$ cat config.mk
export PLATFORM = sky130hd
export DESIGN_NAME = memory_stage
export DESIGN_NICKNAME = d
export VERILOG_FILES = /design/src/rtl/memory_stage.sv
export SDC_FILE = /design/constraint.sdc
export NUM_CORES = 1
export LEC_CHECK = 0
export ABC_AREA = 1
export CAP_MARGIN = 20
export CORE_UTILIZATION = 52
export DETAILED_ROUTE_END_ITERATION = 16
export HOLD_SLACK_MARGIN = 0.06
export PLACE_DENSITY = 0.91
export SYNTH_ARGS = -nofsm -noshare
export SYNTH_HDL_FRONTEND = slang
export SYNTH_SLANG_ARGS = --single-unit
$ cat constraint.sdc
create_clock -name clk -period 4.4 [get_ports clk]
set_input_delay 0.88 -clock clk [delete_from_list [all_inputs] [get_ports clk]]
set_output_delay 0.88 -clock clk [all_outputs]
set_load 0.01 [all_outputs]
$ cat src/rtl/memory_stage.sv
// Pipeline memory stage: owns the data-memory req/ack handshake, formats load/store lanes,
// flags misaligned/illegal accesses and emits one valid pulse per instruction to writeback.
module memory_stage #(
    parameter int unsigned AWIDTH = 32,
    parameter int unsigned DWIDTH = 32
) (
    input  logic              clk,
    input  logic              reset_n,
    input  logic              valid_i,
    output logic              ready_o,
    input  logic [AWIDTH-1:0] pc_i,
    input  logic [DWIDTH-1:0] alu_res_i,
    input  logic [DWIDTH-1:0] store_data_i,
    input  logic              memren_i,
    input  logic              memwen_i,
    input  logic [2:0]        funct3_i,
    input  logic [1:0]        wbsel_i,
    input  logic              brtaken_i,
    output logic              dmem_req_o,
    output logic              dmem_we_o,
    output logic [AWIDTH-1:0] dmem_addr_o,
    output logic [DWIDTH-1:0] dmem_wdata_o,
    output logic [3:0]        dmem_be_o,
    input  logic              dmem_ack_i,
    input  logic [DWIDTH-1:0] dmem_rdata_i,
    output logic              valid_o,
    output logic [AWIDTH-1:0] pc_o,
    output logic [DWIDTH-1:0] alu_res_o,
    output logic [DWIDTH-1:0] memory_data_o,
    output logic [1:0]        wbsel_o,
    output logic              brtaken_o,
    output logic              fault_o
);

    typedef enum logic [0:0] {StIdle, StAccess} state_e;

    state_e            state_q, state_d;
    logic              req_q, req_d, we_q, we_d;
    logic [AWIDTH-1:0] addr_q, addr_d;
    logic [DWIDTH-1:0] wdata_q, wdata_d;
    logic [3:0]        be_q, be_d;
    // Instruction context held across ACCESS.
    logic              ld_q, ld_d;
    logic [2:0]        f3_q, f3_d;
    logic [1:0]        sel_q, sel_d;
    logic [AWIDTH-1:0] pc_hold_q, pc_hold_d;
    logic [DWIDTH-1:0] alu_hold_q, alu_hold_d;
    logic [1:0]        wbsel_hold_q, wbsel_hold_d;
    logic              br_hold_q, br_hold_d;
    // Writeback payload, only updated when a valid pulse is produced.
    logic              valid_q, valid_d;
    logic [AWIDTH-1:0] pc_q, pc_d;
    logic [DWIDTH-1:0] alu_q, alu_d;
    logic [DWIDTH-1:0] mdata_q, mdata_d;
    logic [1:0]        wbsel_q, wbsel_d;
    logic              br_q, br_d;
    logic              fault_q, fault_d;

    logic              mem_op, f3_legal, acc_fault;
    logic [3:0]        st_be;
    logic [DWIDTH-1:0] st_wdata;
    logic [7:0]        ld_byte;
    logic [15:0]       ld_half;
    logic [DWIDTH-1:0] ld_data;

    assign mem_op = memren_i | memwen_i;

    always_comb begin
        if (memren_i) begin
            f3_legal = funct3_i inside {3'b000, 3'b001, 3'b010, 3'b100, 3'b101};
        end else begin
            f3_legal = funct3_i inside {3'b000, 3'b001, 3'b010};
        end
        acc_fault = mem_op && ((memren_i && memwen_i) || !f3_legal ||
                               ((funct3_i[1:0] == 2'b01) && alu_res_i[0]) ||
                               ((funct3_i[1:0] == 2'b10) && (alu_res_i[1:0] != 2'b00)));
    end

    always_comb begin
        st_be    = 4'b1111;
        st_wdata = store_data_i;
        case (funct3_i[1:0])
            2'b00: begin
                st_be    = 4'b0001 << alu_res_i[1:0];
                st_wdata = {4{store_data_i[7:0]}};
            end
            2'b01: begin
                st_be    = 4'b0011 << {alu_res_i[1], 1'b0};
                st_wdata = {2{store_data_i[15:0]}};
            end
            default: ;
        endcase
    end

    always_comb begin
        ld_byte = dmem_rdata_i[{sel_q, 3'b000} +: 8];
        ld_half = sel_q[1] ? dmem_rdata_i[31:16] : dmem_rdata_i[15:0];
        case (f3_q)
            3'b000:  ld_data = {{(DWIDTH-8){ld_byte[7]}}, ld_byte};
            3'b100:  ld_data = {{(DWIDTH-8){1'b0}}, ld_byte};
            3'b001:  ld_data = {{(DWIDTH-16){ld_half[15]}}, ld_half};
            3'b101:  ld_data = {{(DWIDTH-16){1'b0}}, ld_half};
            default: ld_data = dmem_rdata_i;
        endcase
    end

    always_comb begin
        state_d      = state_q;
        req_d        = req_q;
        we_d         = we_q;
        addr_d       = addr_q;
        wdata_d      = wdata_q;
        be_d         = be_q;
        ld_d         = ld_q;
        f3_d         = f3_q;
        sel_d        = sel_q;
        pc_hold_d    = pc_hold_q;
        alu_hold_d   = alu_hold_q;
        wbsel_hold_d = wbsel_hold_q;
        br_hold_d    = br_hold_q;
        valid_d      = 1'b0;
        pc_d         = pc_q;
        alu_d        = alu_q;
        mdata_d      = mdata_q;
        wbsel_d      = wbsel_q;
        br_d         = br_q;
        fault_d      = fault_q;
        unique case (state_q)
            StIdle: begin
                if (valid_i) begin
                    ld_d         = memren_i;
                    f3_d         = funct3_i;
                    sel_d        = alu_res_i[1:0];
                    pc_hold_d    = pc_i;
                    alu_hold_d   = alu_res_i;
                    wbsel_hold_d = wbsel_i;
                    br_hold_d    = brtaken_i;
                    if (!mem_op || acc_fault) begin
                        valid_d = 1'b1;
                        pc_d    = pc_i;
                        alu_d   = alu_res_i;
                        wbsel_d = wbsel_i;
                        br_d    = brtaken_i;
                        mdata_d = '0;
                        fault_d = acc_fault;
                    end else begin
                        state_d = StAccess;
                        req_d   = 1'b1;
                        we_d    = memwen_i;
                        addr_d  = {alu_res_i[AWIDTH-1:2], 2'b00};
                        wdata_d = memwen_i ? st_wdata : '0;
                        be_d    = memwen_i ? st_be : 4'b1111;
                    end
                end
            end
            StAccess: begin
                if (dmem_ack_i) begin
                    state_d = StIdle;
                    req_d   = 1'b0;
                    valid_d = 1'b1;
                    pc_d    = pc_hold_q;
                    alu_d   = alu_hold_q;
                    wbsel_d = wbsel_hold_q;
                    br_d    = br_hold_q;
                    mdata_d = ld_q ? ld_data : '0;
                    fault_d = 1'b0;
                end
            end
            default: state_d = StIdle;
        endcase
    end

    always_ff @(posedge clk or negedge reset_n) begin
        if (!reset_n) begin
            state_q      <= StIdle;
            req_q        <= 1'b0;
            we_q         <= 1'b0;
            addr_q       <= '0;
            wdata_q      <= '0;
            be_q         <= 4'b0000;
            ld_q         <= 1'b0;
            f3_q         <= 3'b000;
            sel_q        <= 2'b00;
            pc_hold_q    <= '0;
            alu_hold_q   <= '0;
            wbsel_hold_q <= 2'b00;
            br_hold_q    <= 1'b0;
            valid_q      <= 1'b0;
            pc_q         <= '0;
            alu_q        <= '0;
            mdata_q      <= '0;
            wbsel_q      <= 2'b00;
            br_q         <= 1'b0;
            fault_q      <= 1'b0;
        end else begin
            state_q      <= state_d;
            req_q        <= req_d;
            we_q         <= we_d;
            addr_q       <= addr_d;
            wdata_q      <= wdata_d;
            be_q         <= be_d;
            ld_q         <= ld_d;
            f3_q         <= f3_d;
            sel_q        <= sel_d;
            pc_hold_q    <= pc_hold_d;
            alu_hold_q   <= alu_hold_d;
            wbsel_hold_q <= wbsel_hold_d;
            br_hold_q    <= br_hold_d;
            valid_q      <= valid_d;
            pc_q         <= pc_d;
            alu_q        <= alu_d;
            mdata_q      <= mdata_d;
            wbsel_q      <= wbsel_d;
            br_q         <= br_d;
            fault_q      <= fault_d;
        end
    end

    assign ready_o       = (state_q == StIdle);
    assign dmem_req_o    = req_q;
    assign dmem_we_o     = we_q;
    assign dmem_addr_o   = addr_q;
    assign dmem_wdata_o  = wdata_q;
    assign dmem_be_o     = be_q;
    assign valid_o       = valid_q;
    assign pc_o          = pc_q;
    assign alu_res_o     = alu_q;
    assign memory_data_o = mdata_q;
    assign wbsel_o       = wbsel_q;
    assign brtaken_o     = br_q;
    assign fault_o       = fault_q;

endmodule
Yosys cells after proc, flatten, opt, wreduce, memory -nomap -nowiden
Index checks and enable logic that the tools add are counted.
{ "word_totals": {"ramBits": 0, "output_inout_bits": 172, "ff_bits": 243, "romBits": 0, "input_bits": 140, "latch_bits": 0, "elab_cells": 102, "n_memories": 0} }
{ "op_classes": {"mux": 43, "shifts": 3, "order_cmp": 0, "reduce_logical": 20, "add_sub_neg": 0, "mul": 0, "eq_ne": 13, "bitwise": 3, "div": 0} }
{ "ops": {"columns": ["cell", "n"], "rows": [
  ["32-bit 2-to-1 mux", 11],
  ["32-bit case mux with 2 select lines", 4],
  ["32-bit case mux with 4 select lines", 1],
  ["32-bit by 6-bit indexed part select with 8-bit output", 1],
  ["16-bit 2-to-1 mux", 1],
  ["1-bit 2-to-1 mux", 15],
  ["3-bit equality test (second input constant)", 4],
  ["1-bit case mux with 2 select lines", 5],
  ["3-bit AND reduction", 3],
  ["4-bit case mux with 2 select lines", 1],
  ["3-bit by 1-bit equality test with 1-bit output (second input constant)", 2],
  ["3-bit logical NOT", 2],
  ["2-bit 2-to-1 mux", 3],
  ["2-bit inequality test (second input constant)", 3],
  ["5-bit nonzero test", 1],
  ["1-bit logical AND", 4],
  ["1-bit logical OR", 4],
  ["4-bit 2-to-1 mux", 1],
  ["2-bit case mux with 2 select lines", 1],
  ["1-bit by 2-bit << shifter with 4-bit output (first input constant)", 1],
  ["2-bit by 2-bit << shifter with 4-bit output (first input constant)", 1],
  ["3-bit by 2-bit equality test with 1-bit output (second input constant)", 1],
  ["3-bit nonzero test", 1],
  ["2-bit by 1-bit equality test with 1-bit output (second input constant)", 1],
  ["other kinds (8)", 10]
]} }

Longest topological paths before layout
Gate-level depths: netlist of run 1.
{ "logic_depth": {"depth_word": 12, "mapped_depth": 10, "mapped_depth_nobuf": 9} }

Least setup slack after synthesis of run 1
OpenSTA, ideal clock, no wires.
{ "synth_path": {"path_kind": "input port to flip-flop", "start": "input funct3_i[1]", "end": "register addr_q[27], in the netlist dmem_addr_o[27]", "n_path_buf": 2, "setup_time_ns": 0.117, "arrival_ns": 1.865, "required_ns": 4.283, "stages": 10, "path_slack_ns": 2.418, "path_cell_list": "nor2_1 -> nor2_1 -> nor2_2 -> nand3_2 -> nor2_2 -> inv_2 -> buf_4 -> buf_6 -> nand2_1 -> nand2_1"} }
{ "synth_between": {"elab_chain_len": 11, "word_cells_on_any_way": 20, "cone_classes": "6 x eq/ne; 1 x mux; 1 x bitwise; 12 x reduce/logical"} }
{ "synth_lines": {"columns": ["element", "line_no", "rtl"], "rows": [
  ["start, declared", "16", "input logic [2:0] funct3_i,"],
  ["3-bit by 1-bit equality test with 1-bit output, or another cell as far along", "70, 72", null],
  ["5-bit nonzero test / 3-bit nonzero test (equally long branches)", "70, 72", null],
  ["1-bit 2-to-1 mux", "69", "if (memren_i) begin"],
  ["1-bit logical NOT", "74", "acc_fault = mem_op && ((memren_i && memwen_i) || !f3_legal ||"],
  ["1-bit logical OR (2 in series)", "74", null],
  ["1-bit logical OR *", "75", "((funct3_i[1:0] == 2'b01) && alu_res_i[0]) ||"],
  ["1-bit logical AND *", "74", null],
  ["1-bit logical OR *", "138", "if (!mem_op || acc_fault) begin"],
  ["1-bit inverter (no line) *", null, null],
  ["3-bit AND reduction (no line) *", null, null],
  ["end signal, assigned", "199", "addr_q <= addr_d;"],
  ["end, declared", "39", "logic [AWIDTH-1:0] addr_q, addr_d;"]
]} }
Every way passes the cells marked *; elsewhere a longest branch is shown, timed or not.
A chain may end at the register's enable or synchronous reset.

Final worst setup path of run 1
{ "layout_path": {"start": "input funct3_i[1]", "end": "register alu_q[19], in the netlist alu_res_o[19]"} }
{ "layout_between": {"elab_chain_len": 11, "word_cells_on_any_way": 20, "cone_classes": "7 x eq/ne; 1 x mux; 12 x reduce/logical"} }
{ "layout_lines": {"columns": ["element", "line_no", "rtl"], "rows": [
  ["3-bit by 1-bit equality test with 1-bit output, or another cell as far along", "70, 72", null],
  ["5-bit nonzero test / 3-bit nonzero test (equally long branches)", "70, 72", null],
  ["1-bit 2-to-1 mux", "69", null],
  ["1-bit logical NOT", "74", null],
  ["1-bit logical OR (2 in series)", "74", null],
  ["1-bit logical OR *", "75", null],
  ["1-bit logical AND *", "74", null],
  ["1-bit logical OR *", "138", null],
  ["2-bit by 1-bit inequality test with 1-bit output (no line) *", null, null],
  ["3-bit AND reduction (no line) *", null, null],
  ["end signal, assigned", "211", "alu_q <= alu_d;"],
  ["end, declared", "53", "logic [DWIDTH-1:0] alu_q, alu_d;"]
]} }
Marked as above.

==> results.txt, run 1 <==
During I/O placement, the number of pins put on the boundary was ~310. The depth of the worst register-to-register path came out at 7. The shortest clock period the worst path allows after layout came out at 3.27 ns.

The count of H-tree levels built during CTS is 1. The post-route netlist has 3.85% of its cells at a drive strength greater than 1. The analysis attributes to net switching a power of slightly above 2 mW. Among cell families on the critical path, the largest total delay comes from buffers and inverters. The worst path setup slack after routing is 1.13 ns.

The slew at the pin closest to its max-slew limit is 1.15 ns. The max-cap check violation count is 0. The synthesized design devotes to its leading area cell type 53.7% of total area. VDD sags by at most approximately 330 uV. The highest fanout seen on the critical path came out at 100. The clock transition at the register clock pins on the worst setup and hold paths after CTS came out at approximately 0.060 ns. The area overhead of the layout relative to synthesis is 35.3%. The average detailed-routed wire length per instance came out at about 16 um. The count of antenna-violating nets left after detailed routing came out at 0.

The startpoint-to-endpoint class of the critical path is in2reg. The global-route wire length before repair came out at between 50000 and 60000 um. The total wire length came out at 32200 um. The slowest stage of the critical path is the sky130_fd_sc_hd__buf_4 cell. The required arrival time at the worst endpoint came out at 4.85 ns. The effective utilization at floorplan is a little over half. The final count of negative-setup-slack endpoints came out at 0.

For this run, the post-layout net count is 1864. The cell internal power dissipation is between 4 and 5 mW. The number of different library cells used by synthesis comes to 24. Of the total power, registers draw 42.9%. In this run, post-CTS repair resized a total of 0 instances. In the synthesized netlist the dominant register cell turns out to be sky130_fd_sc_hd__dfrtp_1. The register bit count reported by yosys came out at about 240. The die footprint is between 20000 and 25000 um^2. Entering global routing, the biggest net connects 102 pins. The largest total area in the synthesized netlist belongs to sky130_fd_sc_hd__dfrtp_1. The core area is 21100 um^2. The initial antenna violation count was 0. The setup slack after placement came out at 0.736 ns. The power per unit of standard cell area is 440 nW/um^2.

The tree is rooted in a sky130_fd_sc_hd__clkbuf_16. The total iterations of the first detailed-routing run came out at 5. Setup repair after global routing left no endpoint under its margin. Dividing the synthesized area by the synthesized cell count gives 7.62 um^2. The area of the mapped netlist is roughly 11000 um^2. The worst hold path belongs to the class in2async. TritonCTS built the clock tree.

Buffers added to address setup during post-CTS repair amount to 0. The clock net in this run drives a total of 241 sinks. The number of max-slew violations in the final report came out at 0. The total congestion overflow came out at 0.

Measured along the y axis, the die boundary spans 149 um. The element type at the critical path end is a register. sky130_fd_sc_hd__nand2_1 is the most common cell in the netlist. The final total power is 6.68 mW. The clock network fraction of design power is around 31%. The number of buffers created by CTS is 25. Clock skew on the completed layout was measured at about 0.012 ns.

Data on the critical path arrives at its endpoint at 3.72 ns. The critical path goes through clkdlybuf4s50_1 > inv_2 > nand2_1 > a21oi_1 > nand3_2 > nand2_4 > buf_4 > nand3_1 > nand2_1. In the routed design, unresolved DRC markers number 0. Yosys mapped a number of flops with a built-in enable equal to 0. The via count of the routed design came out at 10.9k. Sorting the synthesized cells by area gives the leading types as sky130_fd_sc_hd__dfrtp_1 (54%), sky130_fd_sc_hd__nand2_1 (20%), sky130_fd_sc_hd__o21ai_0 (8.2%). Yosys printed 0 warnings.

The via-per-instance ratio came out at 5.38. Together, buffers and inverters on the worst path number 3. The number of buffers on the longest clock path is 3.

By count the netlist is led by sky130_fd_sc_hd__nand2_1 (612), sky130_fd_sc_hd__dfrtp_1 (241), sky130_fd_sc_hd__o21ai_0 (183). The critical path's most frequent cell is sky130_fd_sc_hd__nand2_1. The most critical setup path has its startpoint at funct3_i[1]. The fraction of registers with async set or reset after synthesis came out at 100%.

The minimum hold slack is 0.378 ns. The quantity of I/O buffers inserted on ports came out at approximately 310. The clock latency at the later pin of the worst-skew pair is 0.53 ns. After legalization and detailed placement, the total HPWL measured ~21000 um.

The post-route setup TNS is 0 ns. The number of global-route vias before repair is 10.5k. The run finished with clean final reports. The maximum cell stage delay along the critical path came out at 0.78 ns. The hold buffer count at CTS is 0. The fmax came out at 0.306 GHz. The final hold violation count came out at 0. Counting buffers and inverters, the worst setup path is 9 cells deep. Of the synthesized area, sequential elements account for approximately 54%. Per report_power, the combinational group accounts for 26.2% of the total. The worst path uses 74.4% of the clock period.

STA classifies the critical path startpoint as an input port. In this run switching power makes up 30.3% of total power. Measured along the x axis, the die boundary spans 149 um. Measured against its own limit, the worst slew margin works out to 23.2%. The iteration-0 DRC count of the detailed router came out at 732.

The number of instances in the synthesized netlist came out at 1472. The leakage power figure is 7.49 nW. The overall fraction of global-route tracks in use came out at between 20% and 30%. Routability-driven placement finished with a final weighted congestion of about 0.90. The total inserted antenna cells came out at 0. The floorplan has 53 rows.

The startpoint identified for the worst register-to-register timing path is f3_q[1].
## logic make-up (layout without fill, tap and decap cells)
logic type / count (synthesis) / after routing / synth area share, %
and+or+nand+nor: 803 / 803 / 28.5
DFF: 241 / 241 / 53.7
AOI/OAI and AO/OA: 228 / 228 / 10.3
buffers and inverters: 199 / 467 / 7.39
other: 1 / 2 / 0.0334
## path summary, 6_finish.rpt
kind	end	slack, ns
min in group clk	dmem_addr_o[3]	0.47
hold reg to reg	dmem_addr_o[3]	0.47
setup / recovery	alu_res_o[19]	1.13
max in group asynchronous	alu_hold_q[7]	3.03
hold / removal	pc_o[12]	0.38
setup reg to reg	memory_data_o[14]	1.31
## worst register-to-register path, cell delays in order (launching register included)
cell and delay, ns:
sky130_fd_sc_hd__dfrtp_1 0.45, sky130_fd_sc_hd__inv_1 0.77, sky130_fd_sc_hd__nand2_1 0.52, sky130_fd_sc_hd__nor2_1 0.25, sky130_fd_sc_hd__nand2_1 0.51, sky130_fd_sc_hd__a21oi_1 0.38
sky130_fd_sc_hd__nand2_1 0.08, sky130_fd_sc_hd__nand2_1 0.06
## power groups by stage
stage	Combinational, mW	Clock [mW]	Sequential (mW)
final	1.75	2.06	2.87
after CTS	1.76	2.09	2.86
after global placement	1.69	0	2.88
after floorplan	0.627	0	2.98
after detailed placement	1.74	0	2.89
after global routing	1.91	2.19	2.91
## placed cells by master, fill, tap and decap left out, types with 2 or more instances in the layout
cell,Yosys,layout
sky130_fd_sc_hd__nand2_1,612,609
sky130_fd_sc_hd__clkdlybuf4s50_1,0,308
sky130_fd_sc_hd__dfrtp_1,241,240
sky130_fd_sc_hd__o21ai_0,183,183
sky130_fd_sc_hd__nand3_1,132,132
sky130_fd_sc_hd__inv_1,97,97
sky130_fd_sc_hd__nor2_1,48,48
sky130_fd_sc_hd__a21oi_1,38,38
sky130_fd_sc_hd__clkbuf_16,0,25
sky130_fd_sc_hd__buf_4,9,10
sky130_fd_sc_hd__clkinv_2,0,7
sky130_fd_sc_hd__nor3_1,6,6
sky130_fd_sc_hd__clkbuf_8,0,5
sky130_fd_sc_hd__inv_2,4,4
sky130_fd_sc_hd__nand2_4,0,4
sky130_fd_sc_hd__o211ai_1,4,4
sky130_fd_sc_hd__clkbuf_1,44,4
sky130_fd_sc_hd__conb_1,1,2
sky130_fd_sc_hd__buf_12,0,2
## state kept, by name, indices dropped and copies added (netlist names)
| name | flops |
|---|---|
| pc_hold_q | 32 |
| wbsel_o | 2 |
| ld_q | 1 |
| dmem_addr_o | 30 |
| f3_q | 3 |
| valid_o | 1 |
| br_hold_q | 1 |
| dmem_wdata_o | 32 |
| dmem_we_o | 1 |
| memory_data_o | 32 |
| sel_q | 1 |
| dmem_be_o | 4 |
| state_q | 1 |
| wbsel_hold_q | 2 |
| brtaken_o | 1 |
| alu_res_o | 32 |
| alu_hold_q | 31 |
| dmem_req_o | 1 |
| pc_o | 32 |
| fault_o | 1 |
## per-layer routing
layer / part of all wire [%] / GRT usage (%) / vias to the layer above
li1: - / - / 5145
met1: 40 / 36.9 / 5113
met2: 48 / 47.7 / 508
met3: 8.0 / 5.41 / 89
met4: 3.8 / 12.2 / 0
met5: 0 / 0 / -
## stage by stage
stage	std cells	area, um^2	utilization, %
6_report	2016	15200	72.0
2_1_floorplan	1473	11200	-
3_3_place_gp	1971	14400	68.1
5_1_grt	2016	15200	72.0
4_1_cts	2015	15200	71.9
3_5_place_dp	1971	14400	68.1
## layout make-up
cell class | count | area (um^2)
timing repair buffer | 322 | 3240
multi-input combinational | 1033 | 4400
fill | 1540 | 5900
clock buffer | 34 | 709
tap | 275 | 344
clock inverter | 10 | 82.6
inverter | 101 | 379
sequential | 241 | 6030
Note: power is estimated with default switching activity, not from simulation.
==> run 2, diff against run 1 <==
- CORE_UTILIZATION: 52 -> 49
- PLACE_DENSITY: 0.91 -> 0.86
- clock period: 4.4 -> 3.1 ns (I/O delays scaled with it)
==> results.txt, run 2 (same netlist as run 1, synthesis figures left out) <==
The flow ran to the end, and the final reports show no timing, DRC or antenna violations. The initial antenna violation count came out at 1 (+1). The number of buffers on the longest clock path came out at 3 (unchanged). The signal on the critical path passes through inv_2 > clkdlybuf4s50_1. The number of max-slew violations in the final report is 0 (unchanged). Setup repair after global routing left no endpoint under its margin. In the layout the commonest cells are sky130_fd_sc_hd__nand2_1 (609), sky130_fd_sc_hd__clkdlybuf4s50_1 (308), sky130_fd_sc_hd__dfrtp_1 (240), sky130_fd_sc_hd__o21ai_0 (183), sky130_fd_sc_hd__nand3_1 (132).

The final total power is 9.63 mW (+44%). The worst reg-to-reg setup slack came out at 0.97 ns (-0.34 ns). The power per unit of standard cell area is 625 nW/um^2 (+42%). The required arrival time at the worst endpoint is 2.48 ns (-2.37 ns). The total wire length is 31600 um (-1.8%).

Timing would allow up to 0.410 GHz. The arrival time of data at the critical path endpoint came to 1.82 ns (-1.90 ns). The final count of negative-setup-slack endpoints came out at 0 (unchanged).

The launch instance of the worst register-to-register path is alu_hold_q[1]. The clock transition at the register clock pins on the worst setup and hold paths after CTS came out at 0.06 ns (about the same). The element type at the critical path end is an output pin. The placer congestion estimate came to 0.878 (-2.5%). The global-route wire length before repair is 51200 um (about the same).

The cell count after placement came out at 1991 (+1.0%). Leaving out fill and tap cells, the most frequent cell in the layout is sky130_fd_sc_hd__nand2_1. The final hold violation count came out at 0 (unchanged). The worst path setup slack after routing is 0.663 ns (-0.465 ns). The total iterations of the first detailed-routing run is 5 (unchanged). The depth of the worst register-to-register path came to 9 (+2).

The number of global-route vias before repair is 10.2k (-3.1%). The worst register-to-register path ends at memory_data_o[26]. The leakage power figure is 7.58 nW (+1.1%).

The total congestion overflow came to 0 (unchanged). The via count of the routed design was 10.7k (-1.3%). The root buffer cell chosen for the clock tree is sky130_fd_sc_hd__clkbuf_16. The quantity of I/O buffers inserted on ports is 309 (unchanged). The floorplan row count came out at 55 (+3.8%). The max-cap check violation count came out at 0 (unchanged). The via-per-instance ratio came out at 5.25 (-2.5%). The pin count of the biggest net entering global routing is 140 (+37%).

The final routed DRC violation total is 0 (unchanged). The effective utilization at floorplan is 49.7% (-3.5 points). The net count of the finished layout is 1876 (+0.64%). The post-route setup TNS is 0 ns (unchanged).

The setup skew after layout is 0.00982 ns (-0.00223 ns). The highest ir drop seen on vdd came out at 399 uV (+20%). The boundary pin count was 312 (unchanged). The most critical setup path has its startpoint at state_q. The number of fill cells in the layout came out at 1818 (+18%).

The count of clock tree sinks was 241 (unchanged). The width of the die came out at 153 um (+3.0%). TritonCTS built the clock tree. The iteration-0 DRC count of the detailed router is 776 (+6.0%). The shortest clock period the worst path allows after layout came out at between 2 and 2.5 ns.

The area overhead of the layout relative to synthesis is 37.3%. The fraction of final layout cells with drive strength greater than 1 came out at 4.33% (+0.48 points). The worst hold path belongs to the class reg2reg. The worst relative slew slack came out at 52.9% (+30 points). Following the worst setup path forward leads to its endpoint at ready_o. The setup slack after placement is 0.188 ns (-0.548 ns). The clock latency at the later pin of the worst-skew pair came out at 0.53 ns (about the same). The final instance count without filler cells came out at 2040 (+1.2%).

The final critical-path share of the clock period is approximately four fifths. The startpoint-to-endpoint class of the critical path is reg2out. The overall fraction of global-route tracks in use came out at 26.7% (-2.1 points). The die height is 153 um (+3.0%). The slew at the pin closest to its max-slew limit came out at 0.706 ns (-0.443 ns).

The number of buffers created by CTS came to 25 (unchanged). The post-detailed-placement cell area is 14500 um^2 (+0.96%). The maximum cell stage delay along the critical path is 0.60 ns (-0.18 ns). The slowest cell on the critical path is sky130_fd_sc_hd__clkdlybuf4s50_1. The worst hold path startpoint is dmem_addr_o[3]. The placed wire-length estimate was 20800 um (-0.63%). The core area is 22600 um^2 (+7.0%).

The average detailed-routed wire length per instance came out at 15.5 um (-2.9%). The count of H-tree levels built during CTS came out at 1 (unchanged). The type of element launching the critical path is a register. The number of setup buffers added after CTS is 0 (unchanged). The cell area after layout came to 15400 um^2 (+1.4%). The highest fanout seen on the critical path came to 13 (-87%).

The die footprint came to 23500 um^2 (+6.0%). The count of antenna-violating nets left after detailed routing came to 0 (unchanged).
## run 2: cell count changes in the layout (fill, tap and decap cells not counted)
| cell | delta |
|---|---|
| sky130_fd_sc_hd__buf_12 | +5 |
| sky130_fd_sc_hd__buf_4 | +6 |
| sky130_fd_sc_hd__bufinv_16 | +2 |
| sky130_fd_sc_hd__clkbuf_1 | +3 |
| sky130_fd_sc_hd__clkbuf_8 | -3 |
| sky130_fd_sc_hd__clkinv_2 | -4 |
| sky130_fd_sc_hd__clkinv_4 | +1 |
| sky130_fd_sc_hd__clkinvlp_4 | +2 |
| sky130_fd_sc_hd__diode_2 | +1 |
| sky130_fd_sc_hd__dlygate4sd3_1 | +1 |
| sky130_fd_sc_hd__inv_16 | +1 |
| sky130_fd_sc_hd__inv_6 | -1 |
## run 2: repair_timing
action                                 in CTS  in global routing
hold buffers                                1                  0
gates resized for setup                     0                  0
endpoints found under the hold margin       2                  0
## run 2: metal layers
metal	track usage [%]	up-vias	part of all wire, %
li1	-	5170	-
met1	34.9	4993	41
met2	43.9	469	48
met3	4.96	82	7.6
met4	10.9	0	3.6
met5	0	-	0
## run 2: how the worst min path moves through the flow
stage,slack (ns),to,depth (start not counted)
after floorplan,0.32,alu_hold_q[10],0
after global placement,0.45,dmem_wdata_o[30],2
after detailed placement,0.46,dmem_wdata_o[30],2
after CTS,0.47,dmem_addr_o[3],2
after global routing,0.50,dmem_addr_o[27],2
final,0.47,dmem_addr_o[3],2
## run 2: layout make-up
cell class / instances / area (um^2) / area share [%]
multi-input cells: 1033 / 4400 / 28.6
clock buffers: 34 / 679 / 4.41
clock inverters: 11 / 158 / 1.02
inverters: 101 / 379 / 2.46
flip-flops and latches: 241 / 6030 / 39.2
well taps: 285 / 357 / 2.31
diodes: 1 / 2.50 / 0.0162
repair buffers: 334 / 3400 / 22.0
## run 2: worst max-delay path, delay by kind of cell, from the launching register on
kind / cells / cell delay, ns
DFF: 1 / 0.56
buffers and inverters: 2 / 0.74
## run 2: report_power, final
| part | leakage (nW) | switching [mW] | internal (mW) |
|---|---|---|---|
| sequential | 3.04 | 0.346 | 3.70 |
| clock | 0.403 | 1.26 | 1.80 |
| combinational | 4.13 | 1.26 | 1.26 |
## run 2: per-stage QoR
stage,hold slack [ns],util [%]
2_1_floorplan,0.324,-
3_3_place_gp,0.455,64.3
3_5_place_dp,0.459,64.3
4_1_cts,0.474,68.0
5_1_grt,0.503,68.2
6_report,0.473,68.2
==> run 3, diff against run 2 <==
- CORE_UTILIZATION: 49 -> 44
- PLACE_DENSITY: 0.86 -> 0.82
- clock period: 3.1 -> 2.2 ns (I/O delays scaled with it)
==> results.txt, run 3 (same netlist as run 1, synthesis figures left out) <==
The pin count of the biggest net entering global routing came out at 129 (-7.9%). The clock latency at the later pin of the worst-skew pair came out at 0.53 ns (about the same). The flow ran to the end, and the final reports show no timing, DRC or antenna violations. The via count of the routed design came to 10.8k (+0.42%).

The net count of the finished layout is 1887 (+0.59%). The met2 routed wirelength came out at 15200 um (+0.72%). The number of fill cells in the layout came out at 2134 (+17%). The required arrival time at the worst endpoint is 1.76 ns (-0.72 ns). The fraction of final layout cells with drive strength greater than 1 was 5.05% (+0.71 points).

The cell count after placement came out at 2048 (+2.9%). The die footprint came to 26200 um^2 (+11%). The die height is 162 um (+5.5%).

The number of global-route vias before repair is 10.3k (+1.8%). The area overhead of the layout relative to synthesis is 39.2%. The count of antenna-violating nets left after detailed routing came out at 0 (unchanged).

The max-cap check violation count came out at 0 (unchanged). The worst hold path belongs to the class in2async. The cell chosen for the clock root is sky130_fd_sc_hd__clkbuf_16. STA classifies the critical path endpoint as an output pin. The top cell types in the final layout, fill and taps aside, are sky130_fd_sc_hd__nand2_1 (609), sky130_fd_sc_hd__clkdlybuf4s50_1 (308), sky130_fd_sc_hd__dfrtp_1 (240), sky130_fd_sc_hd__o21ai_0 (183), sky130_fd_sc_hd__nand3_1 (132). The final instance count without filler cells came out at 2095 (+2.7%). The shortest clock period the worst path allows after layout is 2.08 ns. The fmax came out at about 0.48 GHz.

The power per unit of standard cell area is 883 nW/um^2 (+41%). The placer congestion estimate is 0.871 (-0.83%). The count of clock tree sinks came out at 241 (unchanged). The leakage power figure is 7.67 nW (+1.3%). The number of buffers created by CTS came out at 25 (unchanged). The final hold violation count came out at 0 (unchanged). The total iterations of the first detailed-routing run is 5 (unchanged). The worst relative slew slack came out at 31.0% (-22 points).

The total wire length came to 32300 um (+2.2%). The iteration-0 DRC count of the detailed router came to 851 (+9.7%). The quantity of I/O buffers inserted on ports came out at 309 (unchanged).

The arrival time of data at the critical path endpoint came out at 1.64 ns (-0.18 ns). The count of H-tree levels built during CTS is 1 (unchanged). The boundary pin count came out at 312 (unchanged). The core area came out at 25100 um^2 (+11%). The setup skew after layout came out at 0.00710 ns (-0.00272 ns). The number of buffers on the longest clock path is 3 (unchanged). The worst path setup slack after routing came to 0.117 ns (-0.546 ns). The leading cell type in the layout, fill and taps excluded is sky130_fd_sc_hd__nand2_1. The final count of negative-setup-slack endpoints came to 0 (unchanged).

The post-detailed-placement cell area came out at 14700 um^2 (+1.5%). The setup slack after placement came to -0.156 ns (-0.345 ns). The effective utilization at floorplan came out at 44.7% (-5.0 points). The highest fanout seen on the critical path came out at 4 (-9). The placed wire-length estimate came to 22000 um (+5.5%). The cell area after layout came out at 15600 um^2 (+1.4%). TritonCTS built the clock tree. The slew at the pin closest to its max-slew limit came out at 1.03 ns (+0.325 ns). The detailed router used layers up to and including met5. The worst setup path is launched from a register. The post-route setup TNS came out at 0 ns (unchanged).

The clock transition at the register clock pins on the worst setup and hold paths after CTS came out at 0.06 ns (about the same). The floorplan row count is 58 (+5.5%). The highest ir drop seen on vdd is 529 uV (+33%). The final routed DRC violation total is 0 (unchanged).

The final total power came to 13.8 mW (+43%). The average detailed-routed wire length per instance came to 15.4 um (-0.48%). The minimum hold slack is 0.446 ns (-0.0269 ns).

The number of max-slew violations in the final report is 0 (unchanged). The share of the core filled with cells came to 62.2% (-6.0 points). The overall fraction of global-route tracks in use is 24.7% (-2.0 points). The worst setup path is of the reg2out kind.

The global-route wire length before repair came out at 52300 um (+2.1%). The total congestion overflow is 0 (unchanged). Setup repair after global routing left no endpoint under its margin.

The final critical-path share of the clock period is a little over nine tenths. The met3 layer wire length in the routed design is 2620 um (+9.5%). The initial antenna violation count was 2 (+1). The post-route met1 wirelength is 13400 um (+2.8%). The width of the die came out at 162 um (+5.5%). The via-per-instance ratio is 5.14 (-2.2%).
run 3: cell count changes in the layout (fill, tap and decap cells not counted), moves of 2 or more:
cell / change
sky130_fd_sc_hd__clkinvlp_4: -2
sky130_fd_sc_hd__clkinv_2: +2
sky130_fd_sc_hd__clkinv_4: -2
sky130_fd_sc_hd__buf_12: +5
sky130_fd_sc_hd__clkbuf_1: -3
sky130_fd_sc_hd__clkbuf_8: +3
sky130_fd_sc_hd__buf_4: +7
run 3: final cells by class:
| cell class | count | area (um^2) | share of cell area [%] |
|---|---|---|---|
| Inverter | 101 | 382 | 2.44 |
| Sequential cell | 241 | 6030 | 38.6 |
| Clock inverter | 10 | 165 | 1.06 |
| Timing Repair Buffer | 345 | 3520 | 22.5 |
| Tap cell | 330 | 413 | 2.64 |
| Antenna cell | 1 | 2.50 | 0.0160 |
| Clock buffer | 34 | 709 | 4.54 |
| Multi-Input combinational cell | 1033 | 4400 | 28.2 |
run 3: path summary, 6_finish.rpt:
| kind | to | cells past startpoint | slack [ns] | startpoint |
|---|---|---|---|---|
| setup / recovery | ready_o | 2 | 0.12 | state_q |
| hold / removal | pc_hold_q[11] | 2 | 0.45 | reset_n |
| setup reg to reg | memory_data_o[17] | 8 | 0.27 | alu_hold_q[1] |
| hold reg to reg | dmem_wdata_o[8] | 2 | 0.47 | dmem_wdata_o[8] |
| max in group asynchronous | alu_hold_q[28] | 3 | 1.06 | reset_n |
| min in group clk | dmem_wdata_o[8] | 2 | 0.47 | dmem_wdata_o[8] |
run 3: report_power, final:
| group | switching, mW | internal (mW) |
|---|---|---|
| clock | 1.78 | 2.73 |
| combinational | 1.80 | 1.80 |
| sequential | 0.465 | 5.22 |
| total | 4.05 | 9.75 |
run 3: critical path, cell delays in order, from the launching register on:
cell                              delay [ns]
sky130_fd_sc_hd__dfrtp_4                0.49
sky130_fd_sc_hd__inv_4                  0.09
sky130_fd_sc_hd__clkdlybuf4s50_1        0.54
run 3: metal layers:
| layer | track usage, % | vias up |
|---|---|---|
| met2 | 40.9 | 469 |
| met5 | 0 | - |
| met3 | 4.80 | 73 |
| li1 | - | 5199 |
| met4 | 8.83 | 2 |
| met1 | 32.2 | 5016 |
run 3: timing repair:
item                                   CTS  global route
hold buffers                             1             0
setup endpoints to repair                1             0
gates resized for setup                  1             0
endpoints found under the hold margin   52             0
setup buffers                            1             0
